**src/rtl/fn_eval_sched.sv**
```systemverilog
// Round-robin scheduler feeding a shared two-stage function evaluator.
// S1 holds the granted request; S2 holds the tagged result.
module fn_eval_sched #(
    parameter int NREQ = 4,
    parameter int IDW  = 2
) (
    input  logic              clk,
    input  logic              rst,
    input  logic [NREQ-1:0]   req_valid,
    output logic [NREQ-1:0]   req_ready,
    input  logic [3*NREQ-1:0] req_op,
    input  logic [8*NREQ-1:0] req_a,
    input  logic [8*NREQ-1:0] req_b,
    output logic              res_valid,
    input  logic              res_ready,
    output logic [7:0]        res_data,
    output logic [IDW-1:0]    res_id,
    output logic              res_err
);

    logic           s1_v_q;
    logic [2:0]     s1_op_q, s1_op_d;
    logic [7:0]     s1_a_q, s1_a_d;
    logic [7:0]     s1_b_q, s1_b_d;
    logic [IDW-1:0] s1_id_q, s1_id_d;
    logic [IDW-1:0] ptr_q, ptr_d;
    logic           s2_v_q;
    logic [7:0]     s2_data_q, s2_data_d;
    logic [IDW-1:0] s2_id_q;
    logic           s2_err_q, s2_err_d;

    logic [NREQ-1:0] gnt;
    logic            gnt_any;
    logic            adv2;
    logic            s1_free;
    logic [3:0]      t4;

    assign adv2    = !s2_v_q || res_ready;
    assign s1_free = !s1_v_q || adv2;

    // Search outward from ptr: distance k, requester i, first hit wins.
    always_comb begin
        gnt     = '0;
        gnt_any = 1'b0;
        ptr_d   = ptr_q;
        s1_op_d = '0;
        s1_a_d  = '0;
        s1_b_d  = '0;
        s1_id_d = '0;
        for (int k = 0; k < NREQ; k++) begin
            for (int i = 0; i < NREQ; i++) begin
                if (s1_free && !gnt_any && req_valid[i] &&
                    ((int'(ptr_q) + k == i) ||
                     (int'(ptr_q) + k == i + NREQ))) begin
                    gnt_any = 1'b1;
                    gnt[i]  = 1'b1;
                    s1_op_d = req_op[3*i +: 3];
                    s1_a_d  = req_a[8*i +: 8];
                    s1_b_d  = req_b[8*i +: 8];
                    s1_id_d = IDW'(i);
                    ptr_d   = (i == NREQ - 1) ? '0 : IDW'(i + 1);
                end
            end
        end
    end

    assign req_ready = rst ? '0 : gnt;

    always_comb begin
        t4        = s1_a_q[3:0] & s1_b_q[3:0];
        s2_data_d = 8'h00;
        s2_err_d  = 1'b0;
        unique case (s1_op_q)
            3'd0: s2_data_d = {8{s1_a_q[0] ^ s1_b_q[0]}};
            3'd1,
            3'd3: s2_data_d = {7'b0, s1_a_q[0] & s1_b_q[0]};
            3'd2: s2_data_d = {{4{t4[3]}}, t4};
            3'd4: s2_data_d = {7'b0,
                      $signed(s1_a_q[3:0]) < $signed(s1_b_q[3:0])};
            default: s2_err_d = 1'b1;
        endcase
    end

    always_ff @(posedge clk) begin
        if (rst) begin
            s1_v_q    <= 1'b0;
            s1_op_q   <= '0;
            s1_a_q    <= '0;
            s1_b_q    <= '0;
            s1_id_q   <= '0;
            ptr_q     <= '0;
            s2_v_q    <= 1'b0;
            s2_data_q <= 8'h00;
            s2_id_q   <= '0;
            s2_err_q  <= 1'b0;
        end else begin
            if (adv2) begin
                s2_v_q <= s1_v_q;
                if (s1_v_q) begin
                    s2_data_q <= s2_data_d;
                    s2_id_q   <= s1_id_q;
                    s2_err_q  <= s2_err_d;
                end
            end
            if (s1_free) begin
                s1_v_q <= gnt_any;
                if (gnt_any) begin
                    s1_op_q <= s1_op_d;
                    s1_a_q  <= s1_a_d;
                    s1_b_q  <= s1_b_d;
                    s1_id_q <= s1_id_d;
                    ptr_q   <= ptr_d;
                end
            end
        end
    end

    assign res_valid = s2_v_q;
    assign res_data  = s2_data_q;
    assign res_id    = s2_id_q;
    assign res_err   = s2_err_q;

endmodule

```
**config.mk**
```make
export PLATFORM = sky130hd
export DESIGN_NAME = fn_eval_sched
export DESIGN_NICKNAME = d
export VERILOG_FILES = /design/src/rtl/fn_eval_sched.sv
export SDC_FILE = /design/constraint.sdc
export NUM_CORES = 1
export LEC_CHECK = 0
export BUFFER_PORTS_ARGS = -buffer_cell sky130_fd_sc_hd__buf_2
export CAP_MARGIN = 20
export CORE_MARGIN = 2
export CORE_UTILIZATION = 48
export CTS_BUF_LIST = sky130_fd_sc_hd__clkbuf_8
export DETAILED_ROUTE_END_ITERATION = 10
export MAX_ROUTING_LAYER = met4
export PLACE_DENSITY = 0.73
export SKIP_LAST_GASP = 1
export SLEW_MARGIN = 20
export SYNTH_ARGS = -nofsm -noshare
export SYNTH_HDL_FRONTEND = slang
export SYNTH_SLANG_ARGS = --single-unit
```
**constraint.sdc**
```tcl
create_clock -name clk -period 2.5 [get_ports clk]
set_clock_uncertainty 0.15 [all_clocks]
set_input_delay 0.125 -clock clk [delete_from_list [all_inputs] [get_ports clk]]
set_output_delay 0.125 -clock clk [all_outputs]
set_load 0.01 [all_outputs]
```
==> impl_metrics.tcl <==
set metrics [dict create \
    gp_congestion 1.034 \
    hold_violations 0 \
    max-slew-margin-rel_pct 57.69 \
    cellInternalPower_mw 1.752 \
    wire_length_per_cell_um 19.85 \
    power.combinational.fraction_pct 70.9 \
    slew_violations 0 \
    place_hpwl_mm 8.237 \
    post-route-worst-setup-slack_ps 66.10 \
    dp_worst_setup_slack_ps -26.58 \
    starting_density_of_the_core_pct 50.26 \
    startpoint_of_the_worst_slack_reg_to_reg_timing_path "res_valid" \
    setup-violations-final 0 \
    detail_route.drc_violations 0 \
    n_antenna_cell 0 \
    grt_pass1_wl_mm 16.35 \
    number_of_clock_sinks 24 \
    design_area_mm2 0.003475 \
    cp.required_ps 2230 \
    clkSlewWorstSetupHoldPaths_ps 90 \
    rsz0062_at_grt "true" \
    syn_to_final_growth_pct 24.03 \
    cts-root-buf "clkbuf_8" \
    synthesis.nets 452 \
    drt_first_iter_violations 339 \
    worst_margin_slew_ps 629.8 \
    yosys_warnings 0 \
    synth.most_common_cell "nand2_1" \
    r2r_cells 7 \
    die_span_y_um 80.40 \
    post_synth_most_frequent_cells "37 x nand2_1, 29 x a21oi_1, 24 x dfxtp_1" \
    power_frac_seq_pct 20.7 \
    synthArstFlopShare_pct 0 \
    number_of_standard_cells_in_the_layout_taps_in_and_fillers_out 521 \
    crit_type "flip-flop to output port" \
    max-clock-path-buffers 2 \
    grt_util_all_layers_pct 33.82 \
    grt_remaining_overflow 0 \
    achievable-frequency_mhz 410.9 \
    startpoint "ptr_q[0]" \
    postSynthCellCount 361 \
    yosys.area.top_type_share_pct 17.15 \
    totalWireLength_mm 10.34 \
    detail_route.vias_per_cell 6.472 \
    placed_instance_area_mm2 0.003372 \
    seq_area_frac_synth_pct 17.15 \
    placeableCoreArea_mm2 0.005574 \
    setup.worst_path.start_class "flip-flop" \
    synth_edf_count 0 \
    yosysTopAreaCell "dfxtp_1" \
    die_width_um 80.40 \
    cts_buffers 3 \
    grt_antenna_before_repair 0 \
    yosys-top-cells-area "dfxtp_1 17%, a21oi_1 5.2%, nand2_1 5.0%, ha_1 3.6%, a22oi_1 3.2%" \
    drt.antenna.violating_nets 0 \
    ys_seq_elements 24 \
    buffer_ports.inserted 66 \
    reg2reg_slack_ps 80 \
    crit_fanout 12 \
    reg2reg_to "s1_op_q[0]" \
    period_minus_slack_ps 2434 \
    timing.hold.worst.class "primary input to flip-flop" \
    yosysUniqueCellTypes 82 \
    grt_max_degree 27 \
    critical_path.endpoint_type "output port" \
    detailed_route_via_count 3372 \
    synth_cell_area_mm2 0.002801 \
    die_area_mm2 0.006463 \
    boundaryPins 99 \
    clock_latency_ps 280 \
    syn_area_per_cell_um2 7.760 \
    tritoncts "yes" \
    total_leakage_power_nw 1.455 \
    final_net_count 541 \
    number_of_global_route_vias_before_repair 3259 \
    switching_share_pct 47.06 \
    max_cap_viol_count 0 \
    worst_setup_path_endpoint "req_ready[0]" \
    placed_cells_incl_taps 516 \
    h_tree_depth_reported_by_cts 1 \
    synth_ff_type "dfxtp_1" \
    final_cell_utilization_of_the_core_pct 62.33 \
    cp.arrival_ps 2160 \
    clock_network_fraction_of_total_power_pct 8.4 \
    power_density_mw_per_mm2 952.6 \
    ir_worst_vdd_mv 0.5787 \
    detailedRoute.firstPassIterationCount 6 \
    worst_hold_slack_ps 13.05 \
    final_layout_size_suffix_gt1_share_pct 36.08 \
    layout_worst_path_cycle_share_pct 97.36 \
    result_of_the_run "completed" \
    net-switching-power_mw 1.558 \
    fp-row-count 27 \
    fillCellCount 523 \
]
[cell type report]
type	count	area [um2]	area share (%)
clock buffers	4	55.05	1.584
inverters	11	41.29	1.188
well taps	72	90.09	2.593
repair buffers	113	711.9	20.49
multi-input cells	297	2091	60.17
flip-flops and latches	24	485.5	13.97
[power groups by stage]
stage | clock network (mW) | registers [mW] | logic, mW
floorplan | 0 | 0.620 | 1.62
global placement | 0 | 0.674 | 2.23
detailed placement | 0 | 0.683 | 2.25
CTS | 0.285 | 0.677 | 2.28
global route | 0.304 | 0.704 | 2.54
finish | 0.278 | 0.686 | 2.35
[metal layers]
layer | vias to the layer above | share of wire (%) | GRT usage (%)
met5 | - | 0 | -
met4 | 0 | 3.7 | 14.41
met3 | 37 | 8.1 | 3.371
met2 | 202 | 45 | 54.33
met1 | 1557 | 43 | 43.32
li1 | 1576 | - | -
[timing repair]
item / 4_1_cts / 5_1_grt
buffers inserted: 0 / 1
resized for setup: 7 / 6
hold buffers: 0 / 0
pin swaps: 0 / 1
hold endpoints to repair: 0 / 0
setup endpoints to repair: 10 / 5
[worst min-delay path by stage]
stage | from | end | cells after the start
global placement | res_data[2] | res_data[2] | 2
floorplan | req_op[9] | s1_op_q[0] | 2
detailed placement | res_err | res_err | 2
finish | req_op[0] | s1_op_q[0] | 3
global route | req_a[26] | s1_a_q[2] | 3
CTS | req_op[0] | s1_op_q[0] | 3
[worst max-delay path, stage by stage, from the launching register on]
cell       delay [ps]
dfxtp_4           430
or3b_4            400
o2111ai_2         120
and4_4            350
and2_2            280
nor2_1             80
nor2_1             80
buf_2             140
[placed cells by master, fill, tap and decap left out, types with 11 or more instances in the layout]
cell type	instances
dfxtp_1	22
buf_4	44
nor3_1	15
o21ai_0	17
inv_1	11
a21oi_1	28
nand2_1	36
nor2_1	18
a22oi_1	12
buf_2	66
[cell families (layout without fill, tap and decap cells)]
kind of cell	count (synthesis)	in the layout	share of synthesized area, %
buffers and inverters	40	128	9.334
AND/OR/NAND/NOR	142	142	29.61
adder cells (fa/ha/maj)	8	8	3.573
multiplexers	9	9	3.484
flip-flops	24	24	17.15
AO/OA/AOI/OAI	138	138	36.85
[flip-flops by register name (all words and copies together) (netlist names)]
register,count
ptr_q,2
res_data,4
res_err,1
res_id,2
res_valid,1
s1_a_q,4
s1_b_q,4
s1_id_q,2
s1_op_q,3
s1_v_q,1
[metrics by stage]
| stage | total power [mW] | TNS (ps) |
|---|---|---|
| floorplan | 2.243 | 0 |
| global placement | 2.900 | 0 |
| detailed placement | 2.936 | -68.54 |
| CTS | 3.247 | 0 |
| global route | 3.552 | -21.96 |
| finish | 3.310 | 0 |
No activity file was read; power rests on OpenSTA's default activity.
